[src/rtl/vga_pkg.sv]
// Shared definitions for the VGA timing pipeline.
//   - Standard 640x480@60 mode constants used as parameter defaults.
//   - timing_bits_t: the per-pixel timing flags carried down the latency
//     compensation delay line.
//   - vga_total(): sums the four segments of a line or frame.
package vga_pkg;

  localparam int STD_H_ACTIVE = 640;
  localparam int STD_H_FRONT  = 16;
  localparam int STD_H_SYNC   = 96;
  localparam int STD_H_BACK   = 48;
  localparam int STD_V_ACTIVE = 480;
  localparam int STD_V_FRONT  = 10;
  localparam int STD_V_SYNC   = 2;
  localparam int STD_V_BACK   = 33;

  // hs/vs are raw (active-high) sync flags; polarity is applied at the output.
  typedef struct packed {
    logic active;
    logic hs;
    logic vs;
  } timing_bits_t;

  function automatic int vga_total(input int active, input int front,
                                   input int sync, input int back);
    return active + front + sync + back;
  endfunction

endpackage

[src/rtl/vga_delay_line.sv]
// Clock-enable gated shift register.
//   clk, rst_n : clock and synchronous active-low reset
//   ce         : advance strobe; the line only shifts when ce=1
//   d          : input word
//   q          : d delayed by DEPTH ce strobes (DEPTH=0 is a wire)
// Reset fills every stage with zeros, which for timing_bits_t means
// blank pixels with inactive raw sync.
module vga_delay_line #(
  parameter int DEPTH = 2,
  parameter int WIDTH = 3
) (
  input  logic             clk,
  input  logic             rst_n,
  input  logic             ce,
  input  logic [WIDTH-1:0] d,
  output logic [WIDTH-1:0] q
);

  if (DEPTH == 0) begin : g_pass
    logic unused_ctrl;
    assign unused_ctrl = &{1'b0, clk, rst_n, ce};
    assign q = d;
  end else begin : g_shift
    logic [DEPTH-1:0][WIDTH-1:0] stage_q;
    logic [DEPTH-1:0][WIDTH-1:0] stage_d;

    always_comb begin
      stage_d = stage_q;
      if (ce) begin
        stage_d[0] = d;
        for (int i = 1; i < DEPTH; i++) begin
          stage_d[i] = stage_q[i-1];
        end
      end
    end

    always_ff @(posedge clk) begin
      if (!rst_n) begin
        stage_q <= '0;
      end else begin
        stage_q <= stage_d;
      end
    end

    assign q = stage_q[DEPTH-1];
  end

endmodule

[src/rtl/vga_timing_pipe.sv]
// VGA timing generator with downstream pixel-fetch latency compensation.
//   clk, rst_n   : clock, synchronous active-low reset
//   en           : run enable; 0 freezes all state and outputs
//   color_in     : {R,G,B} returned for the pixel requested PIPE_LAT ticks ago
//   pix_ce       : one-clk pixel tick strobe
//   req_x/req_y  : request coordinates (registered on the tick)
//   req_active   : request coordinate lies in the visible area
//   screenend    : pulse on the last request tick of a frame
//   frame_cnt    : completed-frame counter, wraps
//   hsync/vsync  : syncs delayed PIPE_LAT+1 ticks, polarity applied
//   active       : display enable delayed PIPE_LAT+1 ticks
//   red/green/blue : colour, forced to 0 outside the active area
// Line order is active, front porch, sync, back porch (same vertically).
module vga_timing_pipe
  import vga_pkg::*;
#(
  parameter int H_ACTIVE   = STD_H_ACTIVE,
  parameter int H_FRONT    = STD_H_FRONT,
  parameter int H_SYNC     = STD_H_SYNC,
  parameter int H_BACK     = STD_H_BACK,
  parameter int V_ACTIVE   = STD_V_ACTIVE,
  parameter int V_FRONT    = STD_V_FRONT,
  parameter int V_SYNC     = STD_V_SYNC,
  parameter int V_BACK     = STD_V_BACK,
  parameter int CLK_DIV    = 4,
  parameter int PIPE_LAT   = 2,
  parameter int COLOR_BITS = 8,
  parameter int CNT_W      = 10,
  parameter bit HSYNC_POL  = 1'b0,
  parameter bit VSYNC_POL  = 1'b0
) (
  input  logic                    clk,
  input  logic                    rst_n,
  input  logic                    en,
  input  logic [3*COLOR_BITS-1:0] color_in,
  output logic                    pix_ce,
  output logic                    req_active,
  output logic [CNT_W-1:0]        req_x,
  output logic [CNT_W-1:0]        req_y,
  output logic                    screenend,
  output logic [15:0]             frame_cnt,
  output logic                    hsync,
  output logic                    vsync,
  output logic                    active,
  output logic [COLOR_BITS-1:0]   red,
  output logic [COLOR_BITS-1:0]   green,
  output logic [COLOR_BITS-1:0]   blue
);

  localparam int H_TOTAL = vga_total(H_ACTIVE, H_FRONT, H_SYNC, H_BACK);
  localparam int V_TOTAL = vga_total(V_ACTIVE, V_FRONT, V_SYNC, V_BACK);
  localparam int DIV_W   = (CLK_DIV > 1) ? $clog2(CLK_DIV) : 1;
  localparam int CW1     = CNT_W + 1;
  localparam int RGB_W   = 3 * COLOR_BITS;

  if (CLK_DIV < 1) begin : g_bad_div
    $error("vga_timing_pipe: CLK_DIV must be >= 1");
  end
  if (H_TOTAL > (1 << CNT_W)) begin : g_bad_h
    $error("vga_timing_pipe: H_TOTAL does not fit in CNT_W bits");
  end
  if (V_TOTAL > (1 << CNT_W)) begin : g_bad_v
    $error("vga_timing_pipe: V_TOTAL does not fit in CNT_W bits");
  end
  if (PIPE_LAT < 0 || PIPE_LAT > 15) begin : g_bad_lat
    $error("vga_timing_pipe: PIPE_LAT must be in 0..15");
  end

  localparam logic [DIV_W-1:0] DIV_LAST = DIV_W'(CLK_DIV - 1);
  localparam logic [CNT_W-1:0] H_LAST   = CNT_W'(H_TOTAL - 1);
  localparam logic [CNT_W-1:0] V_LAST   = CNT_W'(V_TOTAL - 1);
  // One extra bit so a boundary equal to 2^CNT_W still compares correctly.
  localparam logic [CW1-1:0]   H_ACT_B  = CW1'(H_ACTIVE);
  localparam logic [CW1-1:0]   H_SYN_LO = CW1'(H_ACTIVE + H_FRONT);
  localparam logic [CW1-1:0]   H_SYN_HI = CW1'(H_ACTIVE + H_FRONT + H_SYNC);
  localparam logic [CW1-1:0]   V_ACT_B  = CW1'(V_ACTIVE);
  localparam logic [CW1-1:0]   V_SYN_LO = CW1'(V_ACTIVE + V_FRONT);
  localparam logic [CW1-1:0]   V_SYN_HI = CW1'(V_ACTIVE + V_FRONT + V_SYNC);

  logic [DIV_W-1:0] div_q, div_d;
  logic [CNT_W-1:0] h_cnt_q, h_cnt_d;
  logic [CNT_W-1:0] v_cnt_q, v_cnt_d;
  logic [15:0]      frame_cnt_q, frame_cnt_d;
  logic             tick;
  logic             last_tick;

  logic [CNT_W-1:0] req_x_p0_q, req_x_p0_d;
  logic [CNT_W-1:0] req_y_p0_q, req_y_p0_d;
  timing_bits_t     tbits_p0_q, tbits_p0_d;
  timing_bits_t     tbits_dly;

  logic             active_p1_q, active_p1_d;
  logic             hsync_p1_q, hsync_p1_d;
  logic             vsync_p1_q, vsync_p1_d;
  logic [RGB_W-1:0] rgb_p1_q, rgb_p1_d;

  always_comb begin
    // rst_n gates the strobe so nothing ticks while reset is held, even with CLK_DIV=1.
    tick        = rst_n & en & (div_q == DIV_LAST);
    last_tick   = (h_cnt_q == H_LAST) && (v_cnt_q == V_LAST);

    div_d       = div_q;
    h_cnt_d     = h_cnt_q;
    v_cnt_d     = v_cnt_q;
    frame_cnt_d = frame_cnt_q;
    req_x_p0_d  = req_x_p0_q;
    req_y_p0_d  = req_y_p0_q;
    tbits_p0_d  = tbits_p0_q;
    active_p1_d = active_p1_q;
    hsync_p1_d  = hsync_p1_q;
    vsync_p1_d  = vsync_p1_q;
    rgb_p1_d    = rgb_p1_q;

    if (en) begin
      div_d = (div_q == DIV_LAST) ? '0 : div_q + 1'b1;
    end

    if (tick) begin
      if (h_cnt_q == H_LAST) begin
        h_cnt_d = '0;
        v_cnt_d = (v_cnt_q == V_LAST) ? '0 : v_cnt_q + 1'b1;
      end else begin
        h_cnt_d = h_cnt_q + 1'b1;
      end
      if (last_tick) begin
        frame_cnt_d = frame_cnt_q + 16'd1;
      end

      // ---- stage p0: request coordinates and raw timing flags ----
      req_x_p0_d        = h_cnt_q;
      req_y_p0_d        = v_cnt_q;
      tbits_p0_d.active = ({1'b0, h_cnt_q} < H_ACT_B) && ({1'b0, v_cnt_q} < V_ACT_B);
      tbits_p0_d.hs     = ({1'b0, h_cnt_q} >= H_SYN_LO) && ({1'b0, h_cnt_q} < H_SYN_HI);
      tbits_p0_d.vs     = ({1'b0, v_cnt_q} >= V_SYN_LO) && ({1'b0, v_cnt_q} < V_SYN_HI);

      // ---- stage p1: delayed flags meet the returned colour ----
      active_p1_d = tbits_dly.active;
      hsync_p1_d  = tbits_dly.hs ~^ HSYNC_POL;
      vsync_p1_d  = tbits_dly.vs ~^ VSYNC_POL;
      rgb_p1_d    = tbits_dly.active ? color_in : '0;
    end
  end

  always_ff @(posedge clk) begin
    if (!rst_n) begin
      div_q       <= '0;
      h_cnt_q     <= '0;
      v_cnt_q     <= '0;
      frame_cnt_q <= '0;
      tbits_p0_q  <= '0;
      active_p1_q <= 1'b0;
      hsync_p1_q  <= ~HSYNC_POL;
      vsync_p1_q  <= ~VSYNC_POL;
      rgb_p1_q    <= '0;
    end else begin
      div_q       <= div_d;
      h_cnt_q     <= h_cnt_d;
      v_cnt_q     <= v_cnt_d;
      frame_cnt_q <= frame_cnt_d;
      tbits_p0_q  <= tbits_p0_d;
      active_p1_q <= active_p1_d;
      hsync_p1_q  <= hsync_p1_d;
      vsync_p1_q  <= vsync_p1_d;
      rgb_p1_q    <= rgb_p1_d;
    end
  end

  // Coordinates carry no control meaning on their own; req_active qualifies them.
  always_ff @(posedge clk) begin
    req_x_p0_q <= req_x_p0_d;
    req_y_p0_q <= req_y_p0_d;
  end

  // ---- p0 -> p1: PIPE_LAT tick delay matching the pixel-fetch latency ----
  vga_delay_line #(
    .DEPTH(PIPE_LAT),
    .WIDTH($bits(timing_bits_t))
  ) u_dly (
    .clk  (clk),
    .rst_n(rst_n),
    .ce   (tick),
    .d    (tbits_p0_q),
    .q    (tbits_dly)
  );

  assign pix_ce     = tick;
  assign screenend  = tick & last_tick;
  assign frame_cnt  = frame_cnt_q;
  assign req_x      = req_x_p0_q;
  assign req_y      = req_y_p0_q;
  assign req_active = tbits_p0_q.active;
  assign active     = active_p1_q;
  assign hsync      = hsync_p1_q;
  assign vsync      = vsync_p1_q;
  assign red        = rgb_p1_q[RGB_W-1:2*COLOR_BITS];
  assign green      = rgb_p1_q[2*COLOR_BITS-1:COLOR_BITS];
  assign blue       = rgb_p1_q[COLOR_BITS-1:0];

endmodule

[config.mk]
export PLATFORM = sky130hd
export DESIGN_NAME = vga_timing_pipe
export DESIGN_NICKNAME = d
export VERILOG_FILES = /design/src/rtl/vga_pkg.sv /design/src/rtl/vga_delay_line.sv /design/src/rtl/vga_timing_pipe.sv
export SDC_FILE = /design/constraint.sdc
export NUM_CORES = 1
export LEC_CHECK = 0
export CAP_MARGIN = 10
export CORE_MARGIN = 10
export CORE_UTILIZATION = 42
export CTS_CLUSTER_DIAMETER = 200
export DETAILED_ROUTE_END_ITERATION = 8
export GPL_TIMING_DRIVEN = 0
export PLACE_DENSITY = 0.72
export RECOVER_POWER = 25
export REMOVE_ABC_BUFFERS = 1
export SETUP_SLACK_MARGIN = 0.1
export SYNTH_ARGS = -nofsm -noshare
export SYNTH_HDL_FRONTEND = slang
export SYNTH_SLANG_ARGS = --single-unit
[constraint.sdc]
create_clock -name clk -period 1.95 [get_ports clk]
set_clock_uncertainty 0.2 [all_clocks]
set_input_delay 0.39 -clock clk [delete_from_list [all_inputs] [get_ports clk]]
set_output_delay 0.39 -clock clk [all_outputs]
set_load 0.02 [all_outputs]
* Word-level counts from Yosys, hierarchy flattened *
Index checks and enable logic that the tools add are counted.

storage, ports and cells
  bits in registers = 94
  input bits = 27
  output and inout bits = 66
  word-level logic and storage cells = 43

cells by class
  $add $sub $neg = 4
  magnitude comparators = 6
  equality and inequality tests = 3
  mux-type cells = 4
  bitwise operators = 5
  reductions and logical operators = 6

operators by type and width
  operator                                                             count
  two-way mux 24 bit                                                   1
  adder 10 x 1 -> 10 bit (second input constant)                       2
  == test 10 bit (second input constant)                               2
  less-than comparator 10 bit (second input constant)                  2
  less-than comparator 10 x 9 -> 1 bit (second input constant)         2
  two-way mux 10 bit                                                   2
  adder 16 x 1 -> 16 bit (second input constant)                       1
  greater-or-equal comparator 10 bit (second input constant)           1
  greater-or-equal comparator 10 x 9 -> 1 bit (second input constant)  1
  logical AND 1 bit                                                    4
  AND reduction 2 bit                                                  2
  bitwise AND 1 bit                                                    3
  adder 2 x 1 -> 2 bit (second input constant)                         1
  == test 2 bit (second input constant)                                1
  two-way mux 2 bit                                                    1
  NOT 1 bit                                                            2

* Longest topological paths before layout *
  depth after elaboration = 3
  depth in mapped cells = 8
  gate-level depth less buffers = 6

* Cells and area by module *
A second synthesis with hierarchy kept.

unflattened totals
  cells, all modules = 348
  area, all modules = 3,761.1 sq um

by module, submodules not included
  module           instances  cells each  area an instance (sq um)  seq. area each (sq um)
  vga_timing_pipe  1          326         3,509.6                   1,961.9
  vga_delay_line   1          22          251.5                     120.1

* Worst setup path before layout *
OpenSTA, ideal clock, no wires.

  kind = register -> output
  start point = register v_cnt_q[0]
  end point = output port screenend
  arrival time = 1.539 ns
  data required time = 1.360 ns
  setup slack = -0.179 ns
  stages on the path, launching flop included = 8
  buffers on the path = 2
  path through = dfxtp_1 > inv_1 > ha_1 > and4bb_2 > nand4_4 > buf_6 > clkbuf_1 > nor2_1

on the way
  cells in the longest elaborated chain, start to end = 3

ends and longest elaborated chain
  element                 RTL line                source
  start, declared         vga_timing_pipe.sv:82   logic [CNT_W-1:0] v_cnt_q, v_cnt_d;
  start signal, assigned  vga_timing_pipe.sv:158  v_cnt_q <= v_cnt_d;
  == test 10 bit          vga_timing_pipe.sv:100  last_tick = (h_cnt_q == H_LAST) && (v_cnt_q == V_LAST);
  logical AND 1 bit       vga_timing_pipe.sv:100
  bitwise AND 1 bit       vga_timing_pipe.sv:187  assign screenend = tick & last_tick;
  end, declared           vga_timing_pipe.sv:40   output logic screenend,

No other way between the ends.

* Worst setup path in the final report *
  start point = register div_q[1]
  end point = output port screenend

on the way
  cells in the longest elaborated chain, start to end = 3

ends and longest elaborated chain
  element                 RTL line                source
  start, declared         vga_timing_pipe.sv:80   logic [DIV_W-1:0] div_q, div_d;
  start signal, assigned  vga_timing_pipe.sv:156  div_q <= div_d;
  == test 2 bit           vga_timing_pipe.sv:99   tick = rst_n & en & (div_q == DIV_LAST);
  bitwise AND 1 bit       vga_timing_pipe.sv:99
  bitwise AND 1 bit       vga_timing_pipe.sv:187

No other way between the ends.

==> metrics <==
placed cells 587; antenna violations before repair 0; Yosys top cell by area dfxtp_1; clk root buf clkbuf_8; GR Overflow Total 0; Arr. time, crit path 1.51 ns; proportion of layout cells with a drive suffix above 1 24.6%; Setup CP Type reg -> out; vias in the first global route 3428; area delta synth->final 46.2%; Die W 116 µm; Bufs on Longest Clock Path 2; Post-Synthesis Cells 414; DIE HEIGHT 116 µm; H-tree depth 3; leakage 0.00202 µW; Period minus WS final 2.10 ns; Final Cell Area 5670 µm²; register area share after synthesis 53.7%; RSZ-0062 raised after global routing true; most numerous cell in the Yosys netlist dfxtp_1; GRT met1 Usage 18.7%; Pins Over Slew Limit 0; outcome finished, violations left; CTS tree yes; post-synthesis register bit count 94; WHS 0.250 ns; Die Footprint 13500 µm²; type of origin of the critical path flop; num ports 93; Crit Path Max Fanout 4; register area 2110 µm²; Final Core Density 62.3%; VDD IR max 0.288 mV; synth top area cells dfxtp_1, edfxtp_1, a21oi_1; Post-synth ARST share 0%; diode count 0; synthesized area 3880 µm²; HP Class reg -> reg; cell chain of the critical path ha_4, and4_4, nand2_8, nor2_4, buf_6; achievable frequency 476 MHz; Tot GR Track Use 16.1%; vias per cell 5.64; Worst-Skew Late Latency 0.36 ns; ys flop type dfxtp_1; CP Capture Type output port; Num CTS Buffers 9; crit path max-delay cell type dfxtp_2; final hold vios 0; Placed Area 4810 µm²; count of different cell masters after synthesis 42; DP HPWL 6370 µm; Remaining DRCs 0; ANT nets after route 0; final worst path period share 108%; Crit path largest cell delay 0.36 ns; Post-synth EDFFs 20; number of fill cells 764; clk sink count 94; Final nets 564; # hold bufs at CTS 0; Site Rows 35; wire per inst 17.6 µm; total wire length 11400 µm; met2 Usage GRT 26.4%; Synth top cells by count dfxtp_1, a21oi_1, nand2_1; Ys Warns 0; initial DRC count 152; Core Area 9110 µm²; GRT busiest layer met2; Least-Margin Pin Slew 0.990 ns; Placer Congestion 0.815; first-pass GRT wire length 17400 µm; Max-Cap Viols 0; Mean Syn Cell Area 9.37 µm²; worst setup slack after layout -0.150 ns; clock slew at reported path FFs 0.09 ns; Pre-antenna DRT Iters 5; slew margin rel. 33.9%; Synth top area share 38.2%; non-filler instance count after layout 647; endpoints failing setup 21; met3 GRT Util 5.14%; pin count of the biggest net entering global routing 55; via count 3646; multi-input logic area 2000 µm²; Port Buffers 92; Starting Density 42.6%; critical path required time 1.36 ns; CP top delay family simple AND/OR/NAND/NOR gates; failing checks setup timing; Buf/Inv on CP 1; Power Density 584 nW/µm²; Setup WS pre-CTS -1.46 ns
## registers in the layout (all words and copies together) (netlist names), 2 cells and up
| register | flops |
|---|---|
| v_cnt_q | 10 |
| rgb_p1_q | 24 |
| u_dly.q | 3 |
| h_cnt_q | 10 |
| frame_cnt | 16 |
| tbits_p0_q | 2 |
| div_q | 2 |
| u_dly.g_shift.stage_q | 3 |
| req_y | 10 |
| req_x | 10 |
## stage by stage
step	setup TNS [ns]	total power (µW)
after floorplan	-2.35	2070
after global placement	-72.58	2150
after detailed placement	-73.45	2150
after CTS	-2.35	3330
after global routing	-2.96	3440
final	-1.24	3310
## power by group
| group | switching (µW) | internal (µW) | leakage, µW |
|---|---|---|---|
| combinational | 64.8 | 64.6 | 0.00118 |
| sequential | 5.62 | 1980 | 0.000758 |
| clock | 695 | 506 | 0.0000835 |
| total | 765 | 2550 | 0.00202 |
## what timing repair did
| action | CTS | global route |
|---|---|---|
| buffers inserted | 22 | 15 |
| pin swaps | 9 | 31 |
| cloned | 4 | 3 |
| gates resized for setup | 121 | 66 |
| endpoints found under the setup margin | 160 | 59 |
| endpoints found under the hold margin | 0 | 0 |
## worst register-to-register path, stage by stage, from the launching register on
cell	delay (ns)
dfxtp_2	0.36
ha_4	0.17
and4_4	0.30
buf_6	0.13
nand4_4	0.13
or4_4	0.56
a21oi_2	0.14
## placed cells by master, fill, tap and decap left out, types with 3 or more instances in the layout
cell	instances
dfxtp_4	5
or4_4	7
nand4_4	7
inv_1	7
o31ai_2	3
clkinvlp_4	4
nor2_1	20
buf_6	10
a21oi_1	44
nand2_1	52
dfxtp_2	9
buf_4	27
ha_4	3
edfxtp_1	20
dfxtp_1	60
dlygate4sd2_1	64
xnor2_1	7
nor4_1	4
clkdlybuf4s50_1	24
xor2_1	3
and3_1	4
or3_1	3
nor3_1	3
nand4_1	8
o31ai_1	11
nand3_1	35
clkbuf_8	10
or3_4	4
o21ai_0	7
a21oi_2	13
or4_1	9
ha_1	3
## path summary, 6_finish.rpt
| path | end | slack (ns) | from | depth (start not counted) |
|---|---|---|---|---|
| hold reg to reg | rgb_p1_q[19] | 0.25 | rgb_p1_q[19] | 2 |
| hold / removal | rgb_p1_q[19] | 0.25 | rgb_p1_q[19] | 2 |
| setup reg to reg | v_cnt_q[5] | -0.12 | div_q[1] | 6 |
| setup / recovery | screenend | -0.15 | div_q[1] | 5 |
## cell families after synthesis
group                    Yosys count  synth area share [%]
multiplexers                       2                 0.516
AND/OR/NAND/NOR                  171                  23.5
XOR/XNOR                          10                  2.26
adder cells (fa/ha/maj)            6                  1.94
flip-flops                        94                  53.7
buffers and inverters             42                  5.03
AO/OA/AOI/OAI                     89                  13.1
## layer usage
| layer | wire (µm) | vias up |
|---|---|---|
| met3 | 953 | 18 |
| met5 | 0 | - |
| li1 | - | 1749 |
| met4 | 252 | 0 |
| met1 | 4700 | 1742 |
| met2 | 5510 | 137 |
## area by class of cell
| class | count | share of cell area (%) |
|---|---|---|
| well taps | 111 | 2.45 |
| clock inverters | 4 | 0.529 |
| repair inverters | 1 | 0.132 |
| repair buffers | 130 | 21.1 |
| inverters | 11 | 0.838 |
| clock buffers | 12 | 2.56 |
| multi-input cells | 284 | 35.2 |
| flip-flops and latches | 94 | 37.2 |
Power figures use the tool's default switching activity.
